==> src/rtl/adder_error_monitor.sv <==
// ============================================================================
// Module      : adder_error_monitor
// Description : Checks samples from an approximate adder against the exact sum
//               and accumulates error statistics over one run.
// Revision    : 1.0 - initial release
// ============================================================================
`default_nettype none

module adder_error_monitor #(
    parameter int WIDTH = 16,
    parameter int CNT_W = 32,
    parameter int ACC_W = 48
) (
    input  logic               clk,
    input  logic               rst_n,
    input  logic               clear,
    input  logic               start,
    input  logic [CNT_W-1:0]   sample_target,
    input  logic               in_valid,
    output logic               in_ready,
    input  logic [WIDTH-1:0]   op_a,
    input  logic [WIDTH-1:0]   op_b,
    input  logic [WIDTH:0]     approx_sum,
    output logic               busy,
    output logic               done,
    output logic [CNT_W-1:0]   stat_samples,
    output logic [CNT_W-1:0]   stat_errors,
    output logic [WIDTH:0]     stat_max_ed,
    output logic [ACC_W-1:0]   stat_sum_ed,
    output logic               stat_sat
);

    localparam logic [CNT_W-1:0] c_CNT_ONE = {{(CNT_W-1){1'b0}}, 1'b1};

    typedef enum logic [1:0] {
        S_IDLE  = 2'd0,
        S_RUN   = 2'd1,
        S_DRAIN = 2'd2,
        S_DONE  = 2'd3
    } state_t;

    state_t             r_state;
    logic [CNT_W-1:0]   r_target;
    logic [CNT_W-1:0]   r_accepted;
    logic               r_s1_valid;
    logic [WIDTH:0]     r_s1_ed;
    logic               r_done;
    logic [CNT_W-1:0]   r_samples;
    logic [CNT_W-1:0]   r_errors;
    logic [WIDTH:0]     r_max_ed;
    logic [ACC_W-1:0]   r_sum_ed;
    logic               r_sat;

    logic               w_xfer;
    logic               w_last;
    logic [WIDTH:0]     w_exact;
    logic [WIDTH:0]     w_ed;
    logic [ACC_W:0]     w_sum_ext;

    assign w_xfer    = in_valid && (r_state == S_RUN);
    assign w_last    = (r_accepted == (r_target - c_CNT_ONE));
    assign w_exact   = {1'b0, op_a} + {1'b0, op_b};
    assign w_ed      = (w_exact >= approx_sum) ? (w_exact - approx_sum)
                                               : (approx_sum - w_exact);
    // One spare bit catches overflow of the accumulator for clamping.
    assign w_sum_ext = {1'b0, r_sum_ed} + {{(ACC_W-WIDTH){1'b0}}, r_s1_ed};

    always_ff @(posedge clk or negedge rst_n) begin
        if (!rst_n) begin
            r_state    <= S_IDLE;
            r_target   <= '0;
            r_accepted <= '0;
            r_s1_valid <= 1'b0;
            r_s1_ed    <= '0;
            r_done     <= 1'b0;
            r_samples  <= '0;
            r_errors   <= '0;
            r_max_ed   <= '0;
            r_sum_ed   <= '0;
            r_sat      <= 1'b0;
        end else if (clear) begin
            r_state    <= S_IDLE;
            r_target   <= '0;
            r_accepted <= '0;
            r_s1_valid <= 1'b0;
            r_s1_ed    <= '0;
            r_done     <= 1'b0;
            r_samples  <= '0;
            r_errors   <= '0;
            r_max_ed   <= '0;
            r_sum_ed   <= '0;
            r_sat      <= 1'b0;
        end else begin
            r_done     <= 1'b0;
            r_s1_valid <= w_xfer;
            if (w_xfer) begin
                r_s1_ed <= w_ed;
            end

            if (r_s1_valid) begin
                r_samples <= r_samples + c_CNT_ONE;
                if (r_s1_ed != '0) begin
                    r_errors <= r_errors + c_CNT_ONE;
                end
                if (r_s1_ed > r_max_ed) begin
                    r_max_ed <= r_s1_ed;
                end
                if (w_sum_ext[ACC_W]) begin
                    r_sum_ed <= '1;
                    r_sat    <= 1'b1;
                end else begin
                    r_sum_ed <= w_sum_ext[ACC_W-1:0];
                end
            end

            case (r_state)
                S_IDLE, S_DONE: begin
                    if (start) begin
                        r_target   <= sample_target;
                        r_accepted <= '0;
                        r_samples  <= '0;
                        r_errors   <= '0;
                        r_max_ed   <= '0;
                        r_sum_ed   <= '0;
                        r_sat      <= 1'b0;
                        if (sample_target == '0) begin
                            r_state <= S_DONE;
                            r_done  <= 1'b1;
                        end else begin
                            r_state <= S_RUN;
                        end
                    end
                end
                S_RUN: begin
                    if (w_xfer) begin
                        r_accepted <= r_accepted + c_CNT_ONE;
                        if (w_last) begin
                            r_state <= S_DRAIN;
                        end
                    end
                end
                S_DRAIN: begin
                    // Stats register is the final stage, so only S1 can hold data.
                    if (!r_s1_valid) begin
                        r_state <= S_DONE;
                        r_done  <= 1'b1;
                    end
                end
                default: r_state <= S_IDLE;
            endcase
        end
    end

    assign in_ready     = (r_state == S_RUN);
    assign busy         = (r_state == S_RUN) || (r_state == S_DRAIN);
    assign done         = r_done;
    assign stat_samples = r_samples;
    assign stat_errors  = r_errors;
    assign stat_max_ed  = r_max_ed;
    assign stat_sum_ed  = r_sum_ed;
    assign stat_sat     = r_sat;

endmodule

`default_nettype wire

==> config.mk <==
export PLATFORM = sky130hd
export DESIGN_NAME = adder_error_monitor
export DESIGN_NICKNAME = d
export VERILOG_FILES = /design/src/rtl/adder_error_monitor.sv
export SDC_FILE = /design/constraint.sdc
export NUM_CORES = 1
export LEC_CHECK = 0
export ABC_AREA = 1
export CAP_MARGIN = 0
export CORE_ASPECT_RATIO = 1.4
export CORE_MARGIN = 3
export CORE_UTILIZATION = 51
export CTS_CLUSTER_DIAMETER = 40
export DETAILED_ROUTE_END_ITERATION = 8
export PLACE_DENSITY_LB_ADDON = 0.25
export SLEW_MARGIN = 40
export SYNTH_ARGS = -nofsm -noshare
export SYNTH_HDL_FRONTEND = slang
export SYNTH_SLANG_ARGS = --single-unit
export TNS_END_PERCENT = 50
==> constraint.sdc <==
create_clock -name clk -period 2.3 [get_ports clk]
set_input_delay 0.46 -clock clk [delete_from_list [all_inputs] [get_ports clk]]
set_output_delay 0.46 -clock clk [all_outputs]
set_load 0.02 [all_outputs]
# --- Yosys cells after proc, flatten, opt, wreduce, memory -nomap -nowiden ---
# Index checks and enable logic that the tools add are counted.
totals:
  out_inout_bits: 133
  regBits: 215
classes:
  n_eq_ne: 8
  reduce_logical: 13
  n_lt_le_gt_ge: 2
  n_addsub: 8
  n_mux: 47
ops:
  columns: ["op", "n"]
  rows:
  - ["$mux W32", 15]
  - ["$mux W48", 5]
  - ["$mux W17", 8]
  - ["$add A32 B1 Y32 const B", 3]
  - ["$pmux W32 S2", 1]
  - ["$add A48 B17 Y49", 1]
  - ["$sub A17 B17 Y17", 2]
  - ["$eq A32 B32 Y1", 1]
  - ["$logic_not A32 Y1", 1]
  - ["$sub A32 B1 Y32 const B", 1]
  - ["$add A16 B16 Y17", 1]
  - ["$ge A17 B17 Y1", 1]
  - ["$gt A17 B17 Y1", 1]
  - ["$reduce_bool A17 Y1", 1]
  - ["$mux W2", 6]
  - ["$mux W1", 10]
  - ["$ne A3 B2 Y1 const B", 2]
  - ["$ne A3 B3 Y1 const B", 2]
  - ["$pmux W2 S3", 1]
  - ["$reduce_bool A2 Y1", 3]
  - ["$eq A2 B2 Y1 const B", 2]
  - ["$reduce_and A4 Y1", 1]
  - ["$reduce_and A3 Y1", 1]
  - ["$reduce_bool A3 Y1", 1]
  - ["7 further kinds", 7]

# --- Longest topological paths before layout ---
depth:
  ltp_word: 6
  depth_mapped: 27

# --- Least setup slack after synthesis ---
# Ideal clock, no wire load.
synth_path:
  kind: "in2reg"
  from: "input op_a[0]"
  to: "register r_s1_ed[13]"
  path_slack_ps: -1410
  cell_stages: 24
  t_required_ps: 2178
  setup_ps: 122
  t_arrival_ps: 3587
  path_cell_list: "ha_1 fa_1 a21oi_1 o21ai_1 nand2_1 o211ai_1 a21boi_1 o21ai_0 nand2_1 nand2_1 xor2_1 ha_1 nand2_1 nor2_1 nand2_1 inv_1 and3_1 nor3_2 nand2_2 inv_4 buf_6 nand2_2 a21oi_1 o21ai_1"
synth_between:
  elab_chain_cells: 5
  elab_cells_between_ends: 7
synth_rtl:
  columns: ["element", "line_no", "text"]
  rows:
  - ["from (decl)", "21", "input logic [WIDTH-1:0] op_a,"]
  - ["$add A16 B16 Y17 (*)", "62", "assign w_exact = {1'b0, op_a} + {1'b0, op_b};"]
  - ["$sub A17 B17 Y17, or another cell as far along", "64", ": (approx_sum - w_exact);"]
  - ["$mux W17 (*)", "63", "assign w_ed = (w_exact >= approx_sum) ? (w_exact - approx_sum)"]
  - ["$mux W17 (*)", "96", "if (w_xfer) begin"]
  - ["$mux W17 (*)", "81", "end else if (clear) begin"]
  - ["to (signal assigned)", "97", "r_s1_ed <= w_ed;"]
  - ["to (decl)", "46", "logic [WIDTH:0] r_s1_ed;"]
# Every way passes the cells marked *; elsewhere a longest branch is shown, timed or not. The select of a mux whose other input is x is not followed.
# A chain may end at the register's enable or synchronous reset.

# --- Worst setup path after layout ---
layout_path:
  from: "input op_b[0]"
  to: "register r_s1_ed[3]"
layout_between:
  elab_chain_cells: 5
  elab_cells_between_ends: 7
layout_rtl:
  columns: ["element", "line_no", "text"]
  rows:
  - ["from (decl)", "22", "input logic [WIDTH-1:0] op_b,"]
  - ["$add A16 B16 Y17 (*)", "62", null]
  - ["$sub A17 B17 Y17, or another cell as far along", "64", null]
  - ["$mux W17 (*)", "63", null]
  - ["$mux W17 (*)", "96", null]
  - ["$mux W17 (*)", "81", null]
# Marked as above.

==> impl_metrics.env <==
export IMPL_cts_max_level=1
export IMPL_grt_met3_usage_pct=3.70
export IMPL_cts_tree="yes"
export IMPL_p_leak_nw=11.1
export IMPL_grt_max_degree=69
export IMPL_worst_slew_pin_transition_ns=0.538
export IMPL_ant_nets=0
export IMPL_max_clock_path_buffers=3
export IMPL_setup_ws_ns=-1.03
export IMPL_initial_utilization_pct=52.0
export IMPL_status="complete, but fails checks"
export IMPL_n_fill_cell=2476
export IMPL_synth_area_leaders="dfrtp_1 (33%), nand2_1 (13%), ha_1 (6.8%)"
export IMPL_end_kind="flop"
export IMPL_period_share_pct=145
export IMPL_fin_util_pct=73.6
export IMPL_syn_inst=2372
export IMPL_grt_pass1_wl_mm=86.8
export IMPL_placementRows=77
export IMPL_drc=0
export IMPL_wl_mm=54.8
export IMPL_hold_viol=0
export IMPL_nNetsFinal=3045
export IMPL_syn_avg_cell_area_um2=6.95
export IMPL_pre_cts_ws_ns=-2.08
export IMPL_ys_seq_area_share_pct=32.6
export IMPL_setup_viol=18
export IMPL_n_antenna_cell=0
export IMPL_async_reset_ff_share_pct=100
export IMPL_vias=18089
export IMPL_finalCriticalPeriod_ns=3.33
export IMPL_postPlaceCellArea_mm2=0.0212
export IMPL_relSlewSlack_pct=64.1
export IMPL_syn_to_final_growth_pct=41.4
export IMPL_synth_edf_count=0
export IMPL_die_y_um=219
export IMPL_clkTransAtPathRegs_ns=0.05
export IMPL_grt_busiest_layer="met2"
export IMPL_rsz0062_at_grt="yes"
export IMPL_violations="setup timing"
export IMPL_fin_skew_ns=0.00741
export IMPL_pin_count=219
export IMPL_fmax_mhz=300
export IMPL_yosysTopAreaCellShare_pct=32.6
export IMPL_synth_area_mm2=0.0165
export IMPL_hpwl_mm=41.2
export IMPL_drt_vias_per_instance=5.51
export IMPL_stdcell_area_mm2=0.0233
export IMPL_clkLatencyLatePin_ns=0.57
export IMPL_crit_type="primary input to flop"
export IMPL_cp_max_fo=8
export IMPL_core_mm2=0.0317
export IMPL_drv_cap=0
export IMPL_syn_nets=2551
export IMPL_drive_above_1_share_pct=20.7
export IMPL_overflow=0
export IMPL_clockRootBuffer="clkbuf_16"
export IMPL_grt_met1_usage_pct=35.1
export IMPL_ir_drop_mv=0.634
export IMPL_required_ns=2.74
export IMPL_ys_seq_elements=215
export IMPL_power_density_mw_per_mm2=806
export IMPL_drv_slew=0
export IMPL_antenna_found_initial=0
export IMPL_critPathMaxStageDelay_ns=0.35
export IMPL_dr_pass1_iters=6
export IMPL_yosysWarnings=0
export IMPL_die_w_um=158
export IMPL_grt_pass1_vias=18217
export IMPL_hold_class="primary input to asynchronous set/reset pin"
export IMPL_clkSinkCount=215
export IMPL_wl_per_cell_um=16.7
export IMPL_gp_congestion=0.950
export IMPL_track_usage_pct=30.6
export IMPL_start_kind="primary input"
export IMPL_drtIter0Drc=1252
export IMPL_use_met2_pct=54.8
export IMPL_place_port_buffers=218
export IMPL_crit_path_cell_trace="buf_8 -> ha_4 -> fa_2 -> a21oi_2 -> o21ai_2 -> nand2_1 -> o211ai_1 -> a21boi_2 -> o21ai_2 -> nand2_1 -> nand2_2 -> xor2_1 -> ha_1 -> a21o_1 -> a31oi_1 -> nand2_1 -> nor3_4 -> nand2_4 -> buf_12 -> nand2_4 -> nand3_2 -> nand2_2 -> o21ai_2"
export IMPL_critical_path_arrival_ns=3.78
export IMPL_floorplan_die_area_mm2=0.0346
export IMPL_numCtsBuffers=30
export IMPL_synth_cell_types=58
export IMPL_crit_slowest_cell="fa_2"
export IMPL_synth_area_leader_cell="dfrtp_1"
export IMPL_synth_ff_type="dfrtp_1"
-- power by group --
group	switching [W]	internal [W]
clock	0.00190	0.00296
sequential	0.000536	0.00414
combinational	0.00531	0.00394
total	0.00775	0.0110
-- final timing paths --
check | from | to | slack, ns | cells past startpoint
worst max-delay path | op_b[0] | r_s1_ed[3] | -1.03 | 23
worst min-delay path | rst_n | r_target[17] | 0.43 | 2
worst max register to register | r_s1_ed[0] | stat_sum_ed[44] | -0.03 | 14
worst min register to register | r_target[31] | r_target[31] | 0.50 | 2
max in group asynchronous | rst_n | stat_errors[4] | 1.16 | 3
min in group clk | sample_target[20] | r_target[20] | 0.49 | 3
-- per-layer routing --
metal,vias up,wire [um]
met5,-,0
met4,0,3140
met3,175,3010
met2,650,27900
met1,8491,20800
li1,8773,-
-- per-stage QoR --
stage          total power, W  instances  setup TNS, ns  hold WS (ns)
2_1_floorplan         0.00935       2372         -20.85         0.164
3_3_place_gp           0.0127       3204         -34.30         0.442
3_5_place_dp           0.0129       3204         -36.80         0.444
4_1_cts                0.0181       3270         -16.09         0.446
5_1_grt                0.0200       3285         -22.24         0.468
6_report               0.0188       3285         -15.73         0.433
-- area by class of cell --
type                       count  area (um^2)  area share, %
sequential                   215         5390           23.1
timing repair inverter         1         3.75         0.0161
clock buffer                  36          835           3.58
inverter                     306         1160           4.98
timing repair buffer         512         4600           19.7
tap                          395          494           2.12
multi-input combinational   1800        10600           45.5
clock inverter                20          225          0.966
-- registers in the layout, indices dropped and copies added (netlist names) --
register,flops
done,1
stat_max_ed,17
r_target,32
r_accepted,32
r_s1_valid,1
r_s1_ed,17
stat_sat,1
stat_errors,32
stat_sum_ed,48
r_state,2
stat_samples,32
-- worst max-delay path, delay by kind of cell --
kind / cells / cell delay [ns]
xor+xnor: 1 / 0.15
buf+inv: 2 / 0.29
simple gates: 9 / 0.89
compound gates: 8 / 1.14
fa+ha+maj: 3 / 0.85
-- cells in the mapped netlist, types with 8 or more instances --
| master | number |
|---|---|
| inv_1 | 291 |
| nand3b_1 | 10 |
| a21o_1 | 13 |
| o21ai_1 | 17 |
| inv_2 | 11 |
| ha_1 | 89 |
| nor2_1 | 287 |
| nor2_4 | 9 |
| nor2_2 | 9 |
| xor2_1 | 85 |
| o221ai_1 | 13 |
| nand4_1 | 51 |
| xnor2_1 | 34 |
| nor4_1 | 17 |
| nor3_2 | 8 |
| a31oi_1 | 10 |
| nand2_2 | 10 |
| o21bai_1 | 8 |
| dfrtp_1 | 215 |
| nor3_1 | 62 |
| o21ai_0 | 135 |
| nand2_1 | 577 |
| a21oi_1 | 141 |
| a211oi_1 | 15 |
| clkbuf_1 | 31 |
| nand3_1 | 142 |
-- what timing repair did --
action	in CTS	in global routing
gates cloned	2	2
endpoints found under the hold margin	55	0
endpoints found under the setup margin	53	114
buffers inserted	7	13
hold buffers	1	0
pin swaps	37	67
gates resized for setup	90	170
-- layout by cell type (no fill, tap or decap), types with 16 or more instances in the layout --
cell type        count
a21oi_2             20
ha_4                22
dfrtp_1            210
nor3_1              57
nand4_1             51
o21ai_0            101
clkbuf_16           33
nor2_4              16
clkdlybuf4s50_1    199
nor2_1             259
nand2_1            539
buf_4              273
ha_1                62
inv_2               16
xor2_1              84
nand3_1            130
inv_1              286
o21ai_1             40
nand2_2             36
a21oi_1            121
xnor2_1             32
nor2_2              30
-- cell families (layout without fill, tap and decap cells) --
logic type                 count (synthesis)  count (layout)  share of synthesized area, %
adders and majority gates                 93              93                          7.24
xor gates and xnor gates                 119             119                          6.32
DFF                                      215             215                          32.6
AOI/OAI and AO/OA                        382             382                          13.1
buffers and inverters                    357             875                          8.53
and+or+nand+nor                         1206            1206                          32.2
Note: power is estimated with default switching activity, not from simulation.
